--- src/rtl/packing_controller.sv ---
// packing_controller: sequences the compressor pack/shift datapath and emits 128-bit beats.
// Optional build macro PACK_CTRL_STATS_EN adds saturating line/stop counters (o_line_cnt, o_stop_cnt).
module packing_controller #(
    parameter int PACK_WIDTH = 136,
    parameter int CHUNK      = 64,
    parameter int BEAT_WIDTH = 128,
    parameter int LINE_BITS  = 512,
    parameter int LEN_W      = 6,
    parameter int TOT_W      = 10
) (
    input  logic             i_clk,
    input  logic             i_reset,
    input  logic             i_valid,
    output logic             o_ready,
    input  logic [LEN_W-1:0] i_len1,
    input  logic [LEN_W-1:0] i_len2,
    input  logic             i_last,
    output logic [LEN_W-1:0] o_word2_length,
    output logic [6:0]       o_total_length,
    output logic [6:0]       o_out_shift,
    output logic             o_store_flag,
    output logic             o_push_flag,
    output logic             o_fill_flag,
    output logic             o_output_flag,
    output logic             o_stop_flag,
    output logic             o_out_valid,
    input  logic             i_out_ready,
    output logic             o_line_done
`ifdef PACK_CTRL_STATS_EN
    ,
    output logic [15:0]      o_line_cnt,
    output logic [15:0]      o_stop_cnt
`endif
);
    localparam int ACC_W = $clog2(PACK_WIDTH);
    localparam int BEATS = LINE_BITS / BEAT_WIDTH;
    localparam int BT_W  = $clog2(BEATS + 1);

    typedef enum logic [2:0] {ACCUM, DRAIN, FLUSH, EMIT, STOP} state_t;

    state_t            state_q, state_d;
    logic [ACC_W-1:0]  acc_q, acc_d, acc_add, acc_sub;
    logic [TOT_W-1:0]  tot_q, tot_d, tot_add;
    logic [1:0]        cnt_q, cnt_d;
    logic              last_q, last_d;
    logic [BT_W-1:0]   beat_q, beat_d;
    logic [6:0]        len;

    assign len            = 7'(i_len1) + 7'(i_len2);
    assign acc_add        = acc_q + ACC_W'(len);
    assign acc_sub        = acc_q - ACC_W'(CHUNK);
    assign tot_add        = tot_q + TOT_W'(len);
    assign o_word2_length = i_len1;
    assign o_total_length = len;

    // State and bookkeeping registers; reset leaves the controller idle and ready.
    always_ff @(posedge i_clk or negedge i_reset) begin
        if (!i_reset) begin
            state_q <= ACCUM;
            acc_q   <= '0;
            tot_q   <= '0;
            cnt_q   <= '0;
            last_q  <= 1'b0;
            beat_q  <= '0;
        end else begin
            state_q <= state_d;
            acc_q   <= acc_d;
            tot_q   <= tot_d;
            cnt_q   <= cnt_d;
            last_q  <= last_d;
            beat_q  <= beat_d;
        end
    end

    // Next-state and flag decode; a beat holds two stored chunks, a stopped line emits raw beats.
    always_comb begin
        state_d       = state_q;
        acc_d         = acc_q;
        tot_d         = tot_q;
        cnt_d         = cnt_q;
        last_d        = last_q;
        beat_d        = beat_q;
        o_ready       = 1'b0;
        o_out_shift   = '0;
        o_store_flag  = 1'b0;
        o_push_flag   = 1'b0;
        o_fill_flag   = 1'b0;
        o_output_flag = 1'b0;
        o_stop_flag   = 1'b0;
        o_out_valid   = 1'b0;
        o_line_done   = 1'b0;
        case (state_q)
            ACCUM: begin
                o_ready = 1'b1;
                if (i_valid) begin
                    acc_d   = acc_add;
                    tot_d   = tot_add;
                    last_d  = last_q | i_last;
                    state_d = tot_add > TOT_W'(LINE_BITS) ? STOP :
                              acc_add >= ACC_W'(CHUNK)    ? DRAIN :
                              (last_q | i_last)           ? FLUSH : ACCUM;
                end
            end
            DRAIN: begin
                o_store_flag = 1'b1;
                o_out_shift  = 7'(acc_sub);
                acc_d        = acc_sub;
                cnt_d        = cnt_q + 2'd1;
                state_d      = cnt_q == 2'd1              ? EMIT :
                               acc_sub >= ACC_W'(CHUNK)   ? DRAIN :
                               last_q                     ? FLUSH : ACCUM;
            end
            FLUSH: begin
                if (acc_q != '0) begin
                    o_push_flag  = 1'b1;
                    o_store_flag = 1'b1;
                    o_fill_flag  = 1'b1;
                    acc_d        = '0;
                    cnt_d        = cnt_q + 2'd1;
                    state_d      = EMIT;
                end else if (cnt_q != '0) begin
                    state_d = EMIT;
                end else begin
                    o_line_done = 1'b1;
                    tot_d       = '0;
                    last_d      = 1'b0;
                    state_d     = ACCUM;
                end
            end
            EMIT: begin
                o_output_flag = 1'b1;
                o_out_valid   = 1'b1;
                if (i_out_ready) begin
                    cnt_d = '0;
                    if (acc_q >= ACC_W'(CHUNK)) begin
                        state_d = DRAIN;
                    end else if (last_q && acc_q != '0) begin
                        state_d = FLUSH;
                    end else begin
                        o_line_done = last_q;
                        tot_d       = last_q ? '0 : tot_q;
                        last_d      = 1'b0;
                        state_d     = ACCUM;
                    end
                end
            end
            STOP: begin
                o_stop_flag = 1'b1;
                acc_d       = '0;
                cnt_d       = '0;
                o_ready     = !last_q;
                o_out_valid = last_q;
                if (!last_q) begin
                    last_d = i_valid & i_last;
                end else if (i_out_ready) begin
                    beat_d = beat_q + 1'b1;
                    if (beat_q == BT_W'(BEATS - 1)) begin
                        o_line_done = 1'b1;
                        beat_d      = '0;
                        tot_d       = '0;
                        last_d      = 1'b0;
                        state_d     = ACCUM;
                    end
                end
            end
            default: state_d = ACCUM;
        endcase
    end

`ifdef PACK_CTRL_STATS_EN
    logic [15:0] line_cnt_q, stop_cnt_q;

    // Saturating counters of finished lines and of lines sent raw.
    always_ff @(posedge i_clk or negedge i_reset) begin
        if (!i_reset) begin
            line_cnt_q <= '0;
            stop_cnt_q <= '0;
        end else begin
            if (o_line_done && line_cnt_q != 16'hFFFF)
                line_cnt_q <= line_cnt_q + 16'd1;
            if (o_line_done && state_q == STOP && stop_cnt_q != 16'hFFFF)
                stop_cnt_q <= stop_cnt_q + 16'd1;
        end
    end

    assign o_line_cnt = line_cnt_q;
    assign o_stop_cnt = stop_cnt_q;
`endif
endmodule
--- config.mk ---
export PLATFORM = sky130hd
export DESIGN_NAME = packing_controller
export DESIGN_NICKNAME = d
export VERILOG_FILES = /design/src/rtl/packing_controller.sv
export SDC_FILE = /design/constraint.sdc
export NUM_CORES = 1
export LEC_CHECK = 0
export ABC_AREA = 1
export CAP_MARGIN = 10
export CORE_ASPECT_RATIO = 2
export CORE_MARGIN = 1
export CORE_UTILIZATION = 35
export DETAILED_ROUTE_END_ITERATION = 10
export RECOVER_POWER = 25
export SLEW_MARGIN = 25
export SYNTH_ARGS = -nofsm -noshare
export SYNTH_HDL_FRONTEND = slang
export SYNTH_SLANG_ARGS = --single-unit
--- constraint.sdc ---
create_clock -name i_clk -period 2.8 [get_ports i_clk]
set_input_delay 0.84 -clock i_clk [delete_from_list [all_inputs] [get_ports i_clk]]
set_output_delay 0.84 -clock i_clk [all_outputs]
set_load 0.03 [all_outputs]
---- Yosys cells after proc, flatten, opt, wreduce, memory -nomap -nowiden ----
Cells that the tools add are included.
Widths: inputs -> output; s select.
storage, ports and cells
  input port bits ......................... 17
  output and inout port bits .............. 28
  register bits ........................... 27
  word-level logic and storage cells ...... 110
cells by class
  add/subtract/negate cells ............... 6
  bitwise operators ....................... 2
  reductions and logical operators ........ 14
  $lt $le $gt $ge ......................... 4
  eq/ne operators ......................... 17
  mux-type cells .......................... 61
operator list
  kind                  count
  $mux 10               10
  $pmux 10 s4           1
  $pmux 8 s4            1
  $ge 8x7->1 const B    3
  $mux 2                11
  $ne 2x2->1 const B    11
  $mux 1                21
  $mux 3                7
  $mux 8                2
  $pmux 3 s5            1
  $reduce_bool 4->1     3
  $reduce_and 11->1     1
  $add 10x7->10         1
  $gt 10x10->1 const B  1
  $eq 3x2->1 const B    3
  $reduce_and 3->1      3
  $add 8x7->8           1
  $pmux 2 s4            1
  $reduce_bool 8->1     1
  $sub 8x7->8 const B   1
  $add 6x6->7           1
  $mux 7                1
  $reduce_and 7->1      1
  $pmux 1 s2            3
  14 further kinds      14

---- Depth between registers and ports, before layout ----
Gate-level depths: netlist of the first run.
  depth in word-level cells ............... 7
  mapped depth ............................ 20
  gate-level depth less buffers ........... 20

---- Worst setup path before layout of the first run ----
Ideal clock, no wire load.
  path kind ............................... input-to-reg
  start ................................... input port i_len1[2]
  end ..................................... register state_q[1]
  library setup time ...................... 0.118 ns
  data required time ...................... 2.682 ns
  arrival time ............................ 3.553 ns
  stages .................................. 19
  buffers on the path ..................... 0
  path slack .............................. -0.872 ns
  cells stage by stage .................... ha_1 -> a21oi_1 -> nand2_1 -> a21o_1 -> a21oi_1 -> xor2_1 -> ha_1 -> nand2_1 -> inv_1 -> a21oi_1 -> nand2_1 -> nand2_2 -> nor2_4 -> xor2_2 -> nand2_2 -> nand2_1 -> nand2_1 -> nand2_1 -> nand2_1
between the ends
  longest elaborated chain between the ends .. 7
  elaborated cells between the ends (all ways) .. 9
  classes of those cells .................. 3 x add/sub; 2 x order compare; 4 x mux
ends and longest elaborated chain
  item                   line  text
  from (decl)            15    input logic [LEN_W-1:0] i_len1,
  $add 6x6->7 *          49    assign len = 7'(i_len1) + 7'(i_len2);
  via o_total_length[5]  19    output logic [6:0] o_total_length,
  $add 8x7->8            50    assign acc_add = acc_q + ACC_W'(len);
  $ge 8x7->1             100   acc_add >= ACC_W'(CHUNK) ? DRAIN :
  $mux 2                 100
  $mux 3 *               99    state_d = tot_add > TOT_W'(LINE_BITS) ? STOP :
  $mux 3 *               95    if (i_valid) begin
  $pmux 3 s5 *           92    case (state_q)
  to (signal assigned)   66    state_q <= state_d;
  to (decl)              41    state_t state_q, state_d;
Mark *: on every way through the listed nets, which the timed path passes. The rest lies on a longest branch. The select of a mux whose other input is x is not followed.
A chain may end at the register's enable or synchronous reset.

---- Worst setup path after layout of the first run ----
  start ................................... input port i_len1[2]
  end ..................................... output port o_total_length[5]
between the ends
  longest elaborated chain between the ends .. 1
ends and longest elaborated chain
  item         line
  $add 6x6->7  49
  to (decl)    19
Every way passes these cells.

==> results.yml, run 1 <==
outcome:
  outcome: "finished with violations"
  violations: "max-capacitance violations, max-slew violations, negative setup slack"
synth:
  synth_xor_area_share_pct: 3.96
  synth_seq_cells: 27
  synth_cells: 360
  synthesis.nets: 406
  netlist_area_um2: 2620
  synthFlopType: "dfrtp_1"
  synth_edf_count: 0
  ys_async_sr_fraction_pct: 100
  synth_cell_types: 44
  synth_simple_gate_area_share_pct: 28.8
  synth_mux_area_share_pct: 0.429
  synthAdderAreaFrac_pct: 14.7
  synth-seq-area-share_pct: 25.8
  ys_warn_count: 0
  synth_compound_area_share_pct: 13.5
  synth_top_family_by_area: "simple AND/OR/NAND/NOR gates"
  avgSynthCellArea_um2: 7.28
timing:
  fin_crit_sh_pct: 111
  maxSlewViolCount: 28
  fmax_ghz: 0.322
  worst_slew_pin_slew_ns: 1.54
  finalHoldViolations: 0
  period_needed_ns: 3.11
  slew_headroom_pct: -2.87
  layout_setup_ws_ns: -0.308
  finClkSkew_ns: 0.00736
  rsz0062_at_grt: "yes"
  setup_viol: 14
  finalSetupTns_ns: -2.44
  hold_slack_ns: 0.503
worst_setup_path:
  arrival_ns: 2.27
  cp-start-kind: "input port"
  cp_max_fo: 3
  crit_type: "in2out"
  rr_worst_depth: 14
  required_ns: 1.96
  endpoint_kind: "primary output"
cells_and_area:
  final_common_cell: "nand2_1"
  antenna_cells: 0
  design_area_um2: 3960
  fin_util_pct: 54.5
  final_cell_mix: "nand2_1 (73), buf_4 (53), inv_1 (49), dfrtp_1 (27), nor2_1 (24)"
  finalNonFillerCells: 543
  drive_gt1_share_pct: 39.5
  layout.nets: 498
  syn_to_final_growth_pct: 51.1
routing:
  drt_iter0_markers: 66
  first_pass_iters: 4
  wl_per_cell_um: 14.1
  num_vias: 2712
  via_per_inst: 4.99
  drt.antenna.violating_nets: 0
  drcViolationCount: 0
  drt-total-wl_um: 7660
clock_tree:
  insertion_delay_ns: 0.27
  cts_tree: "built"
  cts_buffer_depth: 2
  htreeDepth: 1
  cts-hold-fix-buffers: 0
  clock-root-buffer: "clkbuf_16"
  numCtsBuffers: 3
  cts.clk_slew.worst_paths_ns: 0.07
  cts.sinks: 27
floorplan:
  dieArea_um2: 7860
  coreArea_um2: 7270
  fp.dieW_um: 63.2
  die_h_um: 124
  initial_core_util_pct: 36.1
  rows: 44
  pin_count: 45
placed_design:
  place_area_um2: 3580
  port_buffers: 44
  gp_congestion: 0.930
  dp_slack_ns: -1.18
  hpwlAfterDp_um: 6170
  dpl.cell_count: 534
power_and_ir_drop:
  power.clock.fraction_pct: 6.9
  powerDensity_nw_per_um2: 1250
  p_seq_share_pct: 15.3
  p_int_mw: 2.46
  leakagePower_nw: 2.00
  sw_frac_of_total_pct: 50.3
  max-vdd-ir-drop_uv: 621
  p_switching_mw: 2.49
  power_frac_comb_pct: 77.7
  total_power_mw: 4.95
hold_path:
  hold_depth: 2
  hold_class: "reg2reg"
flow_run:
  drv_cap: 1
global_routing:
  grt_pass1_wl_um: 12700
  antenna_found_initial: 0
  grt_usage_pct: 20.5
  grt.overflow.total: 0
  first_global_vias: 2905
  grt_max_degree: 28
[final cells by class]
cell class,count,area [um^2]
Clock buffer,4,78.8
Tap cell,92,115
Sequential cell,27,676
Multi-Input combinational cell,256,2020
Timing Repair Buffer,97,820
Inverter,67,254
Fill cell,732,3300
[per-layer routing]
layer	track usage, %	part of all wire (%)	up-vias
li1	-	-	1325
met1	18.3	34	1298
met4	12.2	4.3	0
met3	2.20	2.0	25
met2	41.2	60	64
met5	0	0	-
[Yosys cell counts (2+ instances only)]
library cell,instances,share of area (%)
xnor2_1,5,1.7
xor2_1,5,1.7
o22ai_2,4,1.9
inv_2,8,1.1
nand2_1,83,12
nor2_1,28,4.0
o21ai_2,6,2.0
o21bai_1,2,0.57
a21o_1,2,0.57
buf_4,7,2.0
o21ai_0,9,1.7
inv_1,57,8.2
o21ai_1,3,0.57
a21boi_0,2,0.57
nand3_1,26,5.0
ha_1,26,12
nand2_2,4,0.95
a21oi_1,17,3.2
nand4_1,6,1.4
nor2_4,4,1.7
nor2_2,5,1.2
dfrtp_1,27,26
fa_1,3,2.3
[worst max-delay path, stage by stage]
cell and delay (ns):
buf_8 0.10, ha_4 0.24, a21oi_2 0.15, nand2_1 0.10, a21o_1 0.19, a21oi_4 0.17, xor2_4 0.21, buf_6 0.14
buf_6 0.12
[flip-flops by register name, summed over array words and instances (netlist names)]
name     cells
acc_q        8
beat_q       3
cnt_q        2
last_q       1
state_q      3
tot_q       10
[power by group through the flow]
stage               Sequential (mW)  Clock, mW  Combinational [mW]
finish                        0.759      0.344                3.85
global placement              0.743          0                3.46
CTS                           0.754      0.346                3.63
global route                  0.786      0.357                4.25
detailed placement            0.750          0                3.51
floorplan                     0.710          0                2.33
[kinds of logic (layout without fill, tap and decap cells)]
| logic type | Yosys count | after routing |
|---|---|---|
| muxes | 1 | 1 |
| adders and majority gates | 29 | 29 |
| xor gates and xnor gates | 11 | 11 |
| and+or+nand+nor | 162 | 162 |
| DFF | 27 | 27 |
| buffers and inverters | 77 | 168 |
| AOI/OAI and AO/OA | 53 | 53 |
[worst paths after layout]
check,endpoint,from,slack [ns]
worst max-delay path,o_total_length[5],i_len1[2],-0.31
worst max register to register,state_q[2],tot_q[0],0.75
max in group asynchronous,acc_q[1],i_reset,0.43
worst min-delay path,beat_q[2],beat_q[2],0.50
worst min register to register,beat_q[2],beat_q[2],0.50
min in group asynchronous,beat_q[0],i_reset,1.47
[timing repair]
action | 4_1_cts | 5_1_grt
setup endpoints to repair | 35 | 22
setup buffers | 2 | 5
gates resized for setup | 91 | 34
pin swaps | 35 | 20
Note: power is estimated with default switching activity, not from simulation.
==> run 2, diff against run 1 <==
--- a/config.mk
+++ b/config.mk
@@ -12,4 +12,6 @@
 export CORE_UTILIZATION = 35
+export CTS_BUF_LIST = sky130_fd_sc_hd__clkbuf_16
 export DETAILED_ROUTE_END_ITERATION = 10
 export RECOVER_POWER = 25
+export SKIP_LAST_GASP = 1
 export SLEW_MARGIN = 25
--- a/constraint.sdc
+++ b/constraint.sdc
@@ -3,2 +3,2 @@
 set_output_delay 0.84 -clock i_clk [all_outputs]
-set_load 0.03 [all_outputs]
+set_load 0.1 [all_outputs]
==> run 2 against run 1 <==
Compared with the run above:
- the run still ends with max-capacitance violations, max-slew violations, negative setup slack left
- clock skew shrank 0.0032 ns
- highest routed layer unchanged
- clock-buffer cell count shrank 1
- non-clock buffer count grew 10
- die area is the same
- critical path depth grew 11
- critical endpoint is now state_q[0]
- via count is essentially flat
- register-to-register slack lost 0.10 ns
==> results.yml, run 2 (synthesis gave the netlist of run 1 again) <==
hold_path:
  hold_depth: 2
  hold_class: "reg2reg"
  min_to: "beat_q[2]"
  min_from: "beat_q[2]"
cells_and_area:
  drive_gt1_share_pct: 47.5
  final_common_cell: "nand2_1"
  layout.nets: 508
  top_register: "tot_q"
  largest_reg_flops: 10
  antenna_cells: 0
  design_area_um2: 4470
  fin_util_pct: 61.4
  reg_top3: "tot_q x10, acc_q x8"
  syn_to_final_growth_pct: 70.3
  final_cell_mix: "nand2_1 (65), inv_1 (47), buf_4 (47), buf_12 (27), dfrtp_1 (26)"
  finalNonFillerCells: 553
clock_tree:
  cts_tree: "built"
  cts.clk_slew.worst_paths_ns: 0.07
  numCtsBuffers: 3
  clock-root-buffer: "clkbuf_16"
  insertion_delay_ns: 0.27
  htreeDepth: 1
  cts.sinks: 27
  cts_buffer_depth: 2
power_and_ir_drop:
  total_power_mw: 5.94
  p_seq_share_pct: 13.4
  leakagePower_nw: 2.15
  p_int_mw: 2.76
  power.clock.fraction_pct: 5.8
  power_frac_comb_pct: 80.8
  sw_frac_of_total_pct: 53.5
  max-vdd-ir-drop_uv: 1010
  powerDensity_nw_per_um2: 1330
  p_switching_mw: 3.18
outcome:
  outcome: "finished with violations"
  violations: "max-capacitance violations, max-slew violations, negative setup slack"
floorplan:
  dieArea_um2: 7860
  rows: 44
  pin_count: 45
  initial_core_util_pct: 36.1
  coreArea_um2: 7270
  fp.dieW_um: 63.2
  die_h_um: 124
timing:
  finalHoldViolations: 0
  setup_viol: 17
  rsz0062_at_grt: "yes"
  slew_headroom_pct: -8.05
  period_needed_ns: 3.22
  fmax_ghz: 0.310
  worst_slew_pin_slew_ns: 1.62
  finClkSkew_ns: 0.00411
  fin_crit_sh_pct: 115
  maxSlewViolCount: 28
  layout_setup_ws_ns: -0.421
worst_setup_path:
  rrSetupSlack_ns: 0.65
  cp_max_fo: 4
  rr_worst_depth: 14
  cp-start-kind: "input port"
  r2r_end: "state_q[2]"
  r2r-start: "tot_q[0]"
  required_ns: 2.96
  endpoint_kind: "flip-flop"
  crit_type: "in2reg"
  arrival_ns: 3.38
placed_design:
  dpl.cell_count: 534
  port_buffers: 44
  hpwlAfterDp_um: 6420
  gp_congestion: 0.878
  place_area_um2: 3950
flow_run:
  drv_cap: 1
global_routing:
  grt_usage_pct: 21.1
  first_global_vias: 2902
  grt.overflow.total: 0
  grt_pass1_wl_um: 13000
  grt_max_degree: 28
  antenna_found_initial: 0
routing:
  drt_iter0_markers: 80
  first_pass_iters: 4
  drcViolationCount: 0
  num_vias: 2711
  wl_per_cell_um: 14.8
  drt-total-wl_um: 8170
  drt.antenna.violating_nets: 0
  via_per_inst: 4.90
## run 2: power by group through the flow
stage | clock network, mW | logic (mW) | registers (mW)
after global placement | 0 | 4.29 | 0.777
after detailed placement | 0 | 4.34 | 0.784
after CTS | 0.353 | 4.52 | 0.784
after global routing | 0.364 | 5.18 | 0.817
after floorplan | 0 | 2.97 | 0.718
final | 0.344 | 4.80 | 0.795
## run 2: worst max-delay path by stage
| stage | from | endpoint | depth (start not counted) |
|---|---|---|---|
| 3_5_place_dp | i_len1[0] | state_q[1] | 21 |
| 2_1_floorplan | i_len1[0] | state_q[1] | 19 |
| 4_1_cts | i_len1[0] | o_total_length[4] | 9 |
| 3_3_place_gp | i_len1[0] | state_q[1] | 21 |
| 6_report | i_len2[0] | state_q[0] | 20 |
| 5_1_grt | i_len2[0] | state_q[1] | 20 |
## run 2: through the flow
stage / setup slack, ns / setup TNS, ns / hold WS (ns)
after global routing: -0.547 / -6.17 / 0.534
final: -0.421 / -4.29 / 0.498
after CTS: -0.378 / -3.99 / 0.503
after detailed placement: -1.21 / -18.39 / 0.485
after floorplan: -0.961 / -10.29 / 0.459
after global placement: -1.14 / -17.56 / 0.477
## run 2: cell type report
type / count / area [um^2]
Clock buffer: 3 / 75.1
Clock inverter: 1 / 5.00
Fill cell: 659 / 2800
Inverter: 67 / 264
Multi-Input combinational cell: 256 / 2090
Sequential cell: 27 / 677
Tap cell: 92 / 115
Timing Repair Buffer: 107 / 1240
## run 2: metal layers
layer	track usage, %	vias up	wire length [um]
met2	42.2	70	4890
met5	0	-	0
met3	1.74	30	208
met1	18.7	1267	2630
li1	-	1344	-
met4	14.3	0	445
## run 2: timing repair
action	CTS	global route
resized for setup	66	49
setup buffers	9	10
hold buffers	0	0
endpoints found under the setup margin	23	21
pin swaps	26	38
## run 2: critical path, cell delays in order
cell and delay [ns]:
buf_8 0.10, ha_4 0.16, fa_2 0.36, nand3_2 0.06
and2_4 0.15, xor2_2 0.17, clkinvlp_4 0.18, ha_4 0.33
nand2_4 0.06, nor2_4 0.10, nand3_2 0.08, nand2_2 0.09
nand2_4 0.06, nor2_4 0.12, xor2_2 0.17, nand2_2 0.11
nand2_1 0.08, nand2_1 0.04, nand2_1 0.05, nand2_1 0.05
==> run 3, diff against run 2 <==
PLACE_DENSITY = 0.61   (was unset)
==> run 3 against run 2 <==
Compared with the run above:
- the flow still finishes with violations (max-capacitance violations, max-slew violations, negative setup slack)
- cell count shrank 0.36%
- first-iteration DRC count grew 23%
- setup slack lost 0.082 ns
- non-clock buffer count shrank 2
- utilization shrank 1.4 points
- critical path depth shrank 10
- via count grew 1.0%
- sequential cell count is the same
- critical endpoint is now o_total_length[4]
==> results.yml, run 3 (synthesis gave the netlist of run 1 again) <==
outcome:
  outcome: "finished with violations"
  violations: "max-capacitance violations, max-slew violations, negative setup slack"
cells_and_area:
  reg_top3: "tot_q x10, acc_q x8"
  design_area_um2: 4360
  final_cell_mix: "nand2_1 (74), inv_1 (49), buf_4 (47), buf_12 (27), dfrtp_1 (26)"
  syn_to_final_growth_pct: 66.3
  largest_reg_flops: 10
  top_register: "tot_q"
  drive_gt1_share_pct: 43.6
  finalNonFillerCells: 551
  final_common_cell: "nand2_1"
  antenna_cells: 0
  layout.nets: 506
worst_setup_path:
  path_delay_family: "buffers and inverters"
  crit_type: "in2out"
  required_ns: 1.96
  max_stage_delay_ns: 0.37
  endpoint_kind: "primary output"
  cp_common_cell: "buf_6"
  cp-start-kind: "input port"
  cp_max_fo: 4
  crit_path_cell_trace: "buf_2, buf_6, fa_2, nand3_2, and2_4, xor2_4, clkinvlp_4, buf_4, buf_6, buf_12"
  arrival_ns: 2.46
  crit_slowest_cell: "fa_2"
  critical_path_buf_inv_count: 6
routing:
  via_per_inst: 4.97
  drt-total-wl_um: 8150
  drt.antenna.violating_nets: 0
  first_pass_iters: 4
  drt_iter0_markers: 98
  drcViolationCount: 0
  wl_per_cell_um: 14.8
  num_vias: 2739
floorplan:
  pin_count: 45
  initial_core_util_pct: 36.1
  rows: 44
  dieArea_um2: 7860
  die_h_um: 124
  coreArea_um2: 7270
  fp.dieW_um: 63.2
clock_tree:
  cts.sinks: 27
  cts_tree: "built"
  numCtsBuffers: 3
  insertion_delay_ns: 0.27
  cts_buffer_depth: 2
  htreeDepth: 1
  cts-hold-fix-buffers: 0
  clock-root-buffer: "clkbuf_16"
  cts.clk_slew.worst_paths_ns: 0.07
timing:
  period_needed_ns: 3.30
  finalSetupTns_ns: -4.42
  fin_crit_sh_pct: 118
  setup_viol: 16
  worst_slew_pin_slew_ns: 1.63
  finClkSkew_ns: 0.00215
  layout_setup_ws_ns: -0.504
  hold_slack_ns: 0.497
  finalHoldViolations: 0
  fmax_ghz: 0.303
  maxSlewViolCount: 28
  rsz0062_at_grt: "yes"
  slew_headroom_pct: -8.84
placed_design:
  dpl.cell_count: 536
  gp_congestion: 0.871
  hpwlAfterDp_um: 6370
  place_area_um2: 3970
  port_buffers: 44
hold_path:
  hold_class: "reg2reg"
global_routing:
  grt_usage_pct: 21.0
  grt_max_degree: 28
  antenna_found_initial: 0
  first_global_vias: 2800
  grt.overflow.total: 0
  grt_pass1_wl_um: 12900
power_and_ir_drop:
  leakagePower_nw: 2.11
  powerDensity_nw_per_um2: 1320
  max-vdd-ir-drop_uv: 1030
  total_power_mw: 5.76
flow_run:
  drv_cap: 1
run 3: cell types whose count changed in the layout (fill, tap and decap cells not counted), sizes merged:
| cell | previous run | this run |
|---|---|---|
| buf | 96 | 94 |
| clkbuf | 4 | 5 |
| clkdlybuf4s15 | 1 | 0 |
| clkdlybuf4s50 | 5 | 4 |
| clkinv | 2 | 1 |
| clkinvlp | 2 | 3 |
| dlygate4sd2 | 2 | 3 |
| dlygate4sd3 | 0 | 1 |
| dlymetal6s2s | 2 | 1 |
run 3: per-layer routing:
metal | up-vias | wire, um | track usage (%)
met1 | 1275 | 2650 | 19.1
met5 | - | 0 | 0
met2 | 79 | 4800 | 42.0
li1 | 1352 | - | -
met4 | 0 | 488 | 13.8
met3 | 33 | 212 | 1.37
run 3: worst register-to-register path, cell delays in order (launching register included):
cell,delay [ns]
dfrtp_1,0.35
ha_1,0.17
inv_1,0.05
fa_1,0.39
inv_1,0.09
nand3_1,0.09
nand2_1,0.09
nand2_1,0.05
nand2_1,0.12
nand3_1,0.09
nor2_1,0.11
nand4_1,0.12
nand2_2,0.12
nand2_1,0.06
nand2_1,0.05
nand2_1,0.05
nand2_1,0.06
run 3: power breakdown:
group          internal, mW  total [mW]  switching [mW]  leakage, nW
clock network         0.195       0.354           0.159       0.0371
registers             0.590       0.784           0.194        0.328
logic                  1.89        4.63            2.73         1.75
run 3: final timing paths:
kind | slack, ns | from | cells after the start | end
max | -0.50 | i_len2[1] | 10 | o_total_length[4]
min | 0.50 | tot_q[0] | 2 | tot_q[0]
max reg2reg | 0.69 | tot_q[0] | 16 | state_q[1]
min reg2reg | 0.50 | tot_q[0] | 2 | tot_q[0]
max in group asynchronous | 0.23 | i_reset | 2 | state_q[2]
min in group asynchronous | 1.51 | i_reset | 2 | beat_q[1]
run 3: final cells by class:
class / instances / area (um^2)
inverter: 67 / 264
clock inverter: 1 / 7.51
timing repair buffer: 105 / 1210
fill: 666 / 2910
clock buffer: 3 / 75.1
sequential: 27 / 677
tap: 92 / 115
multi-input combinational: 256 / 2010
run 3: repair_timing:
action,in CTS,in global routing
resized for setup,66,26
pin swaps,35,25
buffers inserted,5,6
setup endpoints to repair,23,20
run 3: metrics by stage:
stage / setup slack [ns] / utilization, %
global placement: -1.13 / 54.6
global route: -0.586 / 60.0
detailed placement: -1.23 / 54.6
floorplan: -0.961 / -
finish: -0.504 / 60.0
CTS: -0.387 / 58.1
